--- config.mk ---
export PLATFORM = sky130hd
export DESIGN_NAME = cm0_core_mul_seq
export DESIGN_NICKNAME = d
export VERILOG_FILES = /design/src/rtl/cm0_core_mul_pkg.sv /design/src/rtl/cm0_core_mul_acc.sv /design/src/rtl/cm0_core_mul_seq.sv
export SDC_FILE = /design/constraint.sdc
export NUM_CORES = 1
export LEC_CHECK = 0
export ABC_AREA = 1
export ABC_CLOCK_PERIOD_IN_PS = 2100
export CELL_PAD_IN_SITES_DETAIL_PLACEMENT = 1
export CELL_PAD_IN_SITES_GLOBAL_PLACEMENT = 1
export CORE_UTILIZATION = 27
export DETAILED_ROUTE_END_ITERATION = 7
export HOLD_SLACK_MARGIN = 0.15
export PLACE_DENSITY_LB_ADDON = 0.1
export SETUP_SLACK_MARGIN = 0.3
export SYNTH_ARGS = -nofsm -noshare
export SYNTH_HDL_FRONTEND = slang
export SYNTH_HIERARCHICAL = 1
export SYNTH_SLANG_ARGS = --single-unit
--- constraint.sdc ---
create_clock -name clk_i -period 2.1 [get_ports clk_i]
set_clock_uncertainty 0.2 [all_clocks]
set_input_delay 0.63 -clock clk_i [delete_from_list [all_inputs] [get_ports clk_i]]
set_output_delay 0.63 -clock clk_i [all_outputs]
set_load 0.1 [all_outputs]
--- src/rtl/cm0_core_mul_pkg.sv ---
// Shared types and constants for the core multiplier sequencer.
// The bit-select index runs 1..31 then 0, so IMM_LAST marks the final iteration.
package cm0_core_mul_pkg;

    localparam int MUL_W = 32;
    localparam int IMM_W = 5;

    localparam logic [IMM_W-1:0] IMM_FIRST = 5'd1;
    localparam logic [IMM_W-1:0] IMM_LAST  = 5'd0;

    typedef enum logic [1:0] {
        ST_IDLE = 2'd0,
        ST_RUN  = 2'd1,
        ST_DONE = 2'd2
    } mul_state_e;

endpackage

--- src/rtl/cm0_core_mul_acc.sv ---
// MSB-first shift-and-add accumulator for the small multiplier.
// It holds the captured multiplicand and exposes the next accumulator value for result capture.
module cm0_core_mul_acc
    import cm0_core_mul_pkg::*;
(
    input  logic             clk_i,
    input  logic             rst_i,
    input  logic             load_i,
    input  logic             clr_i,
    input  logic             en_i,
    input  logic             sel_i,
    input  logic [MUL_W-1:0] opb_i,
    output logic [MUL_W-1:0] acc_nxt_o
);

    logic [MUL_W-1:0] mcand_q;
    logic [MUL_W-1:0] mcand_d;
    logic [MUL_W-1:0] acc_q;
    logic [MUL_W-1:0] acc_d;

    // One iteration: shift in the next lower multiplier bit, discarding the carry out of bit 31.
    assign acc_nxt_o = {acc_q[MUL_W-2:0], 1'b0} + (sel_i ? mcand_q : {MUL_W{1'b0}});

    // Next-state selection for multiplicand and accumulator.
    always_comb begin
        mcand_d = mcand_q;
        acc_d   = acc_q;
        if (clr_i) begin
            acc_d = {MUL_W{1'b0}};
        end else if (load_i) begin
            mcand_d = opb_i;
            acc_d   = {MUL_W{1'b0}};
        end else if (en_i) begin
            acc_d = acc_nxt_o;
        end else begin
            acc_d = acc_q;
        end
    end

    // Accumulator and multiplicand registers.
    always_ff @(posedge clk_i or posedge rst_i) begin
        if (rst_i) begin
            mcand_q <= {MUL_W{1'b0}};
            acc_q   <= {MUL_W{1'b0}};
        end else begin
            mcand_q <= mcand_d;
            acc_q   <= acc_d;
        end
    end

endmodule

--- src/rtl/cm0_core_mul_seq.sv ---
// Consumer-side sequencer for the core multiplier: start/done handshake towards execute,
// either a single-cycle array capture (SMUL==0) or a 32-step bit-serial MULS (SMUL!=0).
module cm0_core_mul_seq
    import cm0_core_mul_pkg::*;
#(
    parameter int SMUL = 0
) (
    input  logic             clk_i,
    input  logic             rst_i,
    input  logic             start_i,
    input  logic             kill_i,
    input  logic [MUL_W-1:0] opb_i,
    input  logic [MUL_W-1:0] mul_res_i,
    input  logic             mul_sel_i,
    output logic             mul_ctl_o,
    output logic [IMM_W-1:0] imm_o,
    output logic             busy_o,
    output logic             done_o,
    output logic [MUL_W-1:0] res_o
);

    localparam bit SMALL = (SMUL != 0);

    mul_state_e       state_q;
    mul_state_e       state_d;
    logic [IMM_W-1:0] cnt_q;
    logic [IMM_W-1:0] cnt_d;
    logic [MUL_W-1:0] res_q;
    logic [MUL_W-1:0] res_d;
    logic [MUL_W-1:0] acc_nxt_s;
    logic             accept_s;
    logic             run_s;

    assign accept_s = start_i & (state_q == ST_IDLE) & ~kill_i;
    assign run_s    = (state_q == ST_RUN);

    generate
        if (SMALL) begin : gen_small
            logic unused_small_s;
            assign unused_small_s = ^mul_res_i;

            cm0_core_mul_acc u_acc (
                .clk_i     (clk_i),
                .rst_i     (rst_i),
                .load_i    (accept_s),
                .clr_i     (kill_i),
                .en_i      (run_s),
                .sel_i     (mul_sel_i),
                .opb_i     (opb_i),
                .acc_nxt_o (acc_nxt_s)
            );
        end else begin : gen_fast
            logic unused_fast_s;
            assign unused_fast_s = ^{opb_i, mul_sel_i};
            assign acc_nxt_s     = {MUL_W{1'b0}};
        end
    endgenerate

    // State register.
    always_ff @(posedge clk_i or posedge rst_i) begin
        if (rst_i) begin
            state_q <= ST_IDLE;
        end else begin
            state_q <= state_d;
        end
    end

    // Next-state logic; kill overrides everything and returns to IDLE.
    always_comb begin
        state_d = state_q;
        if (kill_i) begin
            state_d = ST_IDLE;
        end else begin
            case (state_q)
                ST_IDLE: begin
                    if (accept_s) begin
                        state_d = SMALL ? ST_RUN : ST_DONE;
                    end else begin
                        state_d = ST_IDLE;
                    end
                end
                ST_RUN: begin
                    if (cnt_q == IMM_LAST) begin
                        state_d = ST_DONE;
                    end else begin
                        state_d = ST_RUN;
                    end
                end
                ST_DONE: state_d = ST_IDLE;
                default: state_d = ST_IDLE;
            endcase
        end
    end

    // Counter and result next values; res_q only moves when a result completes.
    always_comb begin
        cnt_d = cnt_q;
        res_d = res_q;
        if (kill_i) begin
            cnt_d = {IMM_W{1'b0}};
        end else if (accept_s) begin
            if (SMALL) begin
                cnt_d = IMM_FIRST;
            end else begin
                res_d = mul_res_i;
            end
        end else if (run_s) begin
            if (cnt_q == IMM_LAST) begin
                cnt_d = {IMM_W{1'b0}};
                res_d = acc_nxt_s;
            end else begin
                cnt_d = cnt_q + 5'd1;
            end
        end else begin
            cnt_d = cnt_q;
        end
    end

    // Counter and result registers.
    always_ff @(posedge clk_i or posedge rst_i) begin
        if (rst_i) begin
            cnt_q <= {IMM_W{1'b0}};
            res_q <= {MUL_W{1'b0}};
        end else begin
            cnt_q <= cnt_d;
            res_q <= res_d;
        end
    end

    // Output decode.
    always_comb begin
        mul_ctl_o = 1'b0;
        imm_o     = {IMM_W{1'b0}};
        if (!SMALL) begin
            mul_ctl_o = accept_s;
        end else begin
            mul_ctl_o = 1'b0;
        end
        if (run_s) begin
            imm_o = cnt_q;
        end else begin
            imm_o = {IMM_W{1'b0}};
        end
    end

    assign busy_o = (state_q != ST_IDLE);
    assign done_o = (state_q == ST_DONE);
    assign res_o  = res_q;

endmodule

After elaboration in Yosys (flattened, before gate mapping)
Cells that the tools add are included.
{"block": "classes", "addsub": 1, "bitwise": 3, "reduce_logical": 8, "mux": 12, "eq_ne": 3}
{"operator": "$mux 32", "n": 3}
{"operator": "$mux 5", "n": 5}
{"operator": "$reduce_bool 2->1", "n": 4}
{"operator": "$mux 2", "n": 3}
{"operator": "$add 5x1->5 const B", "n": 1}
{"operator": "$logic_not 5->1", "n": 1}
{"operator": "$pmux 2 s2", "n": 1}
{"operator": "$reduce_and 3->1", "n": 1}
{"operator": "$and 1x1->1", "n": 2}
{"operator": "$eq 2x1->1 const B", "n": 1}
{"operator": "$eq 2x2->1 const B", "n": 1}
{"operator": "$logic_not 2->1", "n": 1}
{"operator": "$ne 2x2->1 const B", "n": 1}
{"operator": "$reduce_and 2->1", "n": 1}
{"operator": "$not 1->1", "n": 1}
{"block": "word_totals", "elab_cells": 30, "out_inout_bits": 40, "inputBits": 69, "register_bits": 39}

Logic depth before layout (Yosys ltp)
Gate-level depths: netlist (run 1).
{"block": "depth", "word_depth": 6, "mapped_depth": 8, "depth_no_buf": 7}

Least setup slack after synthesis (run 1)
No wires, ideal clock.
{"block": "synth_path", "kind": "flip-flop to output port", "startpoint": "reg state_q[1]", "endpoint": "out imm_o[0]", "stages_incl_launch_ff": 4, "slack_ns": -0.543, "required_ns": 1.270, "arrival_ns": 1.813, "path_buffers": 0, "cell_sequence": "dfrtp_1 -> inv_1 -> nand2_2 -> nor2_1"}
{"block": "synth_between", "elab_chain_len": 2}
{"item": "start, declared", "line_no": "cm0_core_mul_seq.sv:24", "rtl": "mul_state_e state_q;"}
{"item": "start signal, assigned", "line_no": "cm0_core_mul_seq.sv:64", "rtl": "state_q <= state_d;"}
{"item": "$eq 2x1->1", "line_no": "cm0_core_mul_seq.sv:35", "rtl": "assign run_s = (state_q == ST_RUN);"}
{"item": "$mux 5", "line_no": "cm0_core_mul_seq.sv:139", "rtl": "if (run_s) begin"}
{"item": "end, declared", "line_no": "cm0_core_mul_seq.sv:16", "rtl": "output logic [IMM_W-1:0] imm_o,"}
No other way between the ends.

Final worst setup path (run 1)
{"block": "layout_path", "startpoint": "reg state_q[0]", "endpoint": "out mul_ctl_o"}
{"block": "layout_between", "elab_chain_len": 3}
{"item": "$logic_not 2->1", "line_no": "cm0_core_mul_seq.sv:34", "rtl": "assign accept_s = start_i & (state_q == ST_IDLE) & ~kill_i;"}
{"item": "$and 1x1->1 (2 in a row)", "line_no": "cm0_core_mul_seq.sv:34"}
{"item": "end, declared", "line_no": "cm0_core_mul_seq.sv:15", "rtl": "output logic mul_ctl_o,"}
No other way between the ends.

==> results of run 1 <==
## routing by layer
metal / wire length (um) / up-vias / global-route usage, %
met4: 54 / 0 / 5.000
li1: - / 792 / -
met1: 2049 / 758 / 17.29
met5: 0 / - / 0
met3: 244 / 5 / 4.572
met2: 2365 / 42 / 24.63
## what timing repair did
item                       CTS  global route
setup endpoints to repair   41            11
buffers inserted             3             0
pin swaps                    3             2
gates resized for setup     11             1
## synthesized netlist by cell type
cell type / number / share of area [%]
clkinv_4: 1 / 0.47
buf_4: 6 / 2.4
inv_1: 10 / 2.0
nand4_1: 2 / 0.67
nand2_4: 2 / 1.2
nand3_2: 23 / 12
dfrtp_1: 39 / 52
nor2_2: 3 / 1.0
xor2_1: 1 / 0.47
nor2_4: 2 / 1.2
nor2_1: 7 / 1.4
ha_1: 2 / 1.3
nand3_1: 11 / 2.9
inv_4: 1 / 0.33
nand2_2: 2 / 0.67
nand2_1: 86 / 17
buf_6: 4 / 2.4
## worst min-delay path, stage by stage (launching register included)
cell	delay [ns]
dfrtp_1	0.38
nand2_1	0.06
nand2_1	0.05
## flip-flops by register name, summed over array words and instances (netlist names)
signal,count
cnt_q,5
res_o,32
state_q,2
## stage by stage
| stage | instances | total power (W) | TNS (ns) | worst slack, ns |
|---|---|---|---|---|
| 2_1_floorplan | 202 | 0.001777 | 0 | 0.1609 |
| 3_3_place_gp | 353 | 0.002350 | -5.610 | -0.3823 |
| 3_5_place_dp | 353 | 0.002360 | -5.874 | -0.3918 |
| 4_1_cts | 364 | 0.003030 | 0 | 0.03482 |
| 5_1_grt | 364 | 0.003098 | -0.07410 | -0.01494 |
| 6_report | 364 | 0.002983 | 0 | 0.04644 |
## worst paths after layout
check | cells past startpoint | startpoint | to
worst max register to register | 8 | cnt_q[1] | res_o[15]
max in group asynchronous | 3 | rst_i | state_q[0]
worst min-delay path | 2 | cnt_q[4] | cnt_q[4]
min in group asynchronous | 3 | rst_i | res_o[8]
worst min register to register | 2 | cnt_q[4] | cnt_q[4]
worst max-delay path | 4 | state_q[0] | mul_ctl_o
## power by group
| part | internal (W) | switching [W] | leakage (nW) |
|---|---|---|---|
| logic | 0.000494 | 0.000878 | 1.05 |
| clock network | 0.000385 | 0.000267 | 0.0612 |
| registers | 0.000845 | 0.000115 | 0.491 |
## cells by family (layout without fill, tap and decap cells)
family / Yosys count / in the layout
xor+xnor: 1 / 1
fa+ha+maj: 2 / 2
flops: 39 / 39
buf+inv: 22 / 104
simple gates: 138 / 138
## layout make-up
class,instances,area (sq um)
clock buffers,6,82.58
clock inverters,2,35.03
fillers,728,3428
inverters,12,60.06
multi-input cells,141,825.8
flip-flops and latches,39,978.4
well taps,80,100.1
repair buffers,84,1246
==> flow_summary.yaml, run 1 <==
status:
  status: "finished, final reports clean"
floorplanning:
  dieArea_sq_um: 7284
  die_height_um: 85.35
  fp-row-count: 30
  core-area_sq_um: 6756
  die_w_um: 85.35
  initial_core_util_pct: 27.76
  ios: 109
synth:
  synth_compound_area_share_pct: 0
  synthXorXnorAreaFrac_pct: 0.4670
  ys.warnings.count: 6
  ys_types: 17
  synth_fa_ha_area_share_pct: 1.334
  ys_seq_area_share_pct: 52.03
  synth_mux_area_share_pct: 0
  ys_ff_latch: 39
  synthSimpleGateAreaFrac_pct: 38.56
  synthCells: 202
  syn-cell-area_sq_um: 1876
  syn_nets: 273
  synth_top_family_by_area: "simple AND/OR/NAND/NOR gates"
  syn_area_per_cell_sq_um: 9.285
route:
  via_count: 1597
  drc: 0
  dr.pass1.iters: 2
  wl_per_cell_um: 12.95
  wirelength_um: 4713
  drtIter0Drc: 62
  viasPerCell: 4.387
  ant_nets: 0
sta:
  final_max_slew_viol_count: 0
  fin_hold_ws_ns: 0.3214
  fin_crit_ns: 2.054
  fin_crit_sh_pct: 97.79
  rsz0062_at_grt: "true"
  finalHoldViolations: 0
  max-slew-margin-rel_pct: 66.78
  fmax_mhz: 487.0
  setup_violations: 0
  worst-slew-pin-transition_ns: 0.4983
global_route:
  track_usage_pct: 14.47
  antenna_found_initial: 0
  grt_pass1_vias: 1689
  grt_max_degree: 40
  grt_pass1_wl_um: 8162
  overflow: 0
cells_and_area:
  final_cell_mix: "nand2_1, buf_12, dfrtp_1, clkdlybuf4s50_1, nand3_2"
  drive_gt1_share_pct: 36.97
  synthToLayoutAreaGrowth_pct: 77.45
  final_core_util_pct: 49.26
  fin_area_sq_um: 3328
  antenna_cells: 0
  final_net_count: 354
  mostFrequentLayoutCell: "nand2_1"
setup_path:
  crit_path_start_kind: "flop"
  crit_buf_inv: 2
  slowest_stage: "dfrtp_2"
  critPathCaptureType: "output port"
  cp_top_family: "flip-flops"
  path_max_fanout: 3
  crit_path_cell_trace: "nor2_4 -> nand2_4 -> inv_4 -> buf_12"
  worstPathRequired_ns: 1.27
  max_stage_delay_ns: 0.47
  setup.worst_path.class: "flop to output port"
  cp.arrival_ns: 1.22
  r2r_slack_ns: 0.46
clock_tree:
  cts_hold_buf: 0
  clock_latency_ns: 0.29
  clock_sinks: 39
  clockBufferDepth: 2
  numCtsBuffers: 5
  cts_root_buffer: "clkbuf_8"
  path_clk_slew_ns: 0.07
  cts_tree: "yes"
  cts-htree-levels: 2
run:
  cap_violations: 0
power_and_ir_drop:
  power.density_nw_per_um2: 896.3
  p_leak_nw: 1.599
  ir_drop_v: 0.0004026
placed_design:
  dpl_cell_area_sq_um: 3192
  gp_congestion: 0.7585
  dp_hpwl_um: 3369
  io_buffers: 75
hold_path:
  hp-class: "flop to flop"
Note: power is estimated with default switching activity, not from simulation.
==> inputs of run 2 (changes only) <==
--- a/config.mk
+++ b/config.mk
@@ -10,6 +10,7 @@
 export CELL_PAD_IN_SITES_DETAIL_PLACEMENT = 1
 export CELL_PAD_IN_SITES_GLOBAL_PLACEMENT = 1
 export CORE_UTILIZATION = 27
+export CTS_CLUSTER_SIZE = 12
 export DETAILED_ROUTE_END_ITERATION = 7
 export HOLD_SLACK_MARGIN = 0.15
 export PLACE_DENSITY_LB_ADDON = 0.1
==> results of run 2 <==
Same layout as run 1: the final DEF is identical, and so are final timing and power.
==> inputs of run 3 (changes only) <==
--- a/config.mk
+++ b/config.mk
@@ -10,6 +10,7 @@
 export CELL_PAD_IN_SITES_DETAIL_PLACEMENT = 1
 export CELL_PAD_IN_SITES_GLOBAL_PLACEMENT = 1
 export CORE_UTILIZATION = 27
+export CTS_CLUSTER_DIAMETER = 50
 export CTS_CLUSTER_SIZE = 12
 export DETAILED_ROUTE_END_ITERATION = 7
 export HOLD_SLACK_MARGIN = 0.15
==> results of run 3 <==
Same layout as run 1: the final DEF is identical, and so are final timing and power.
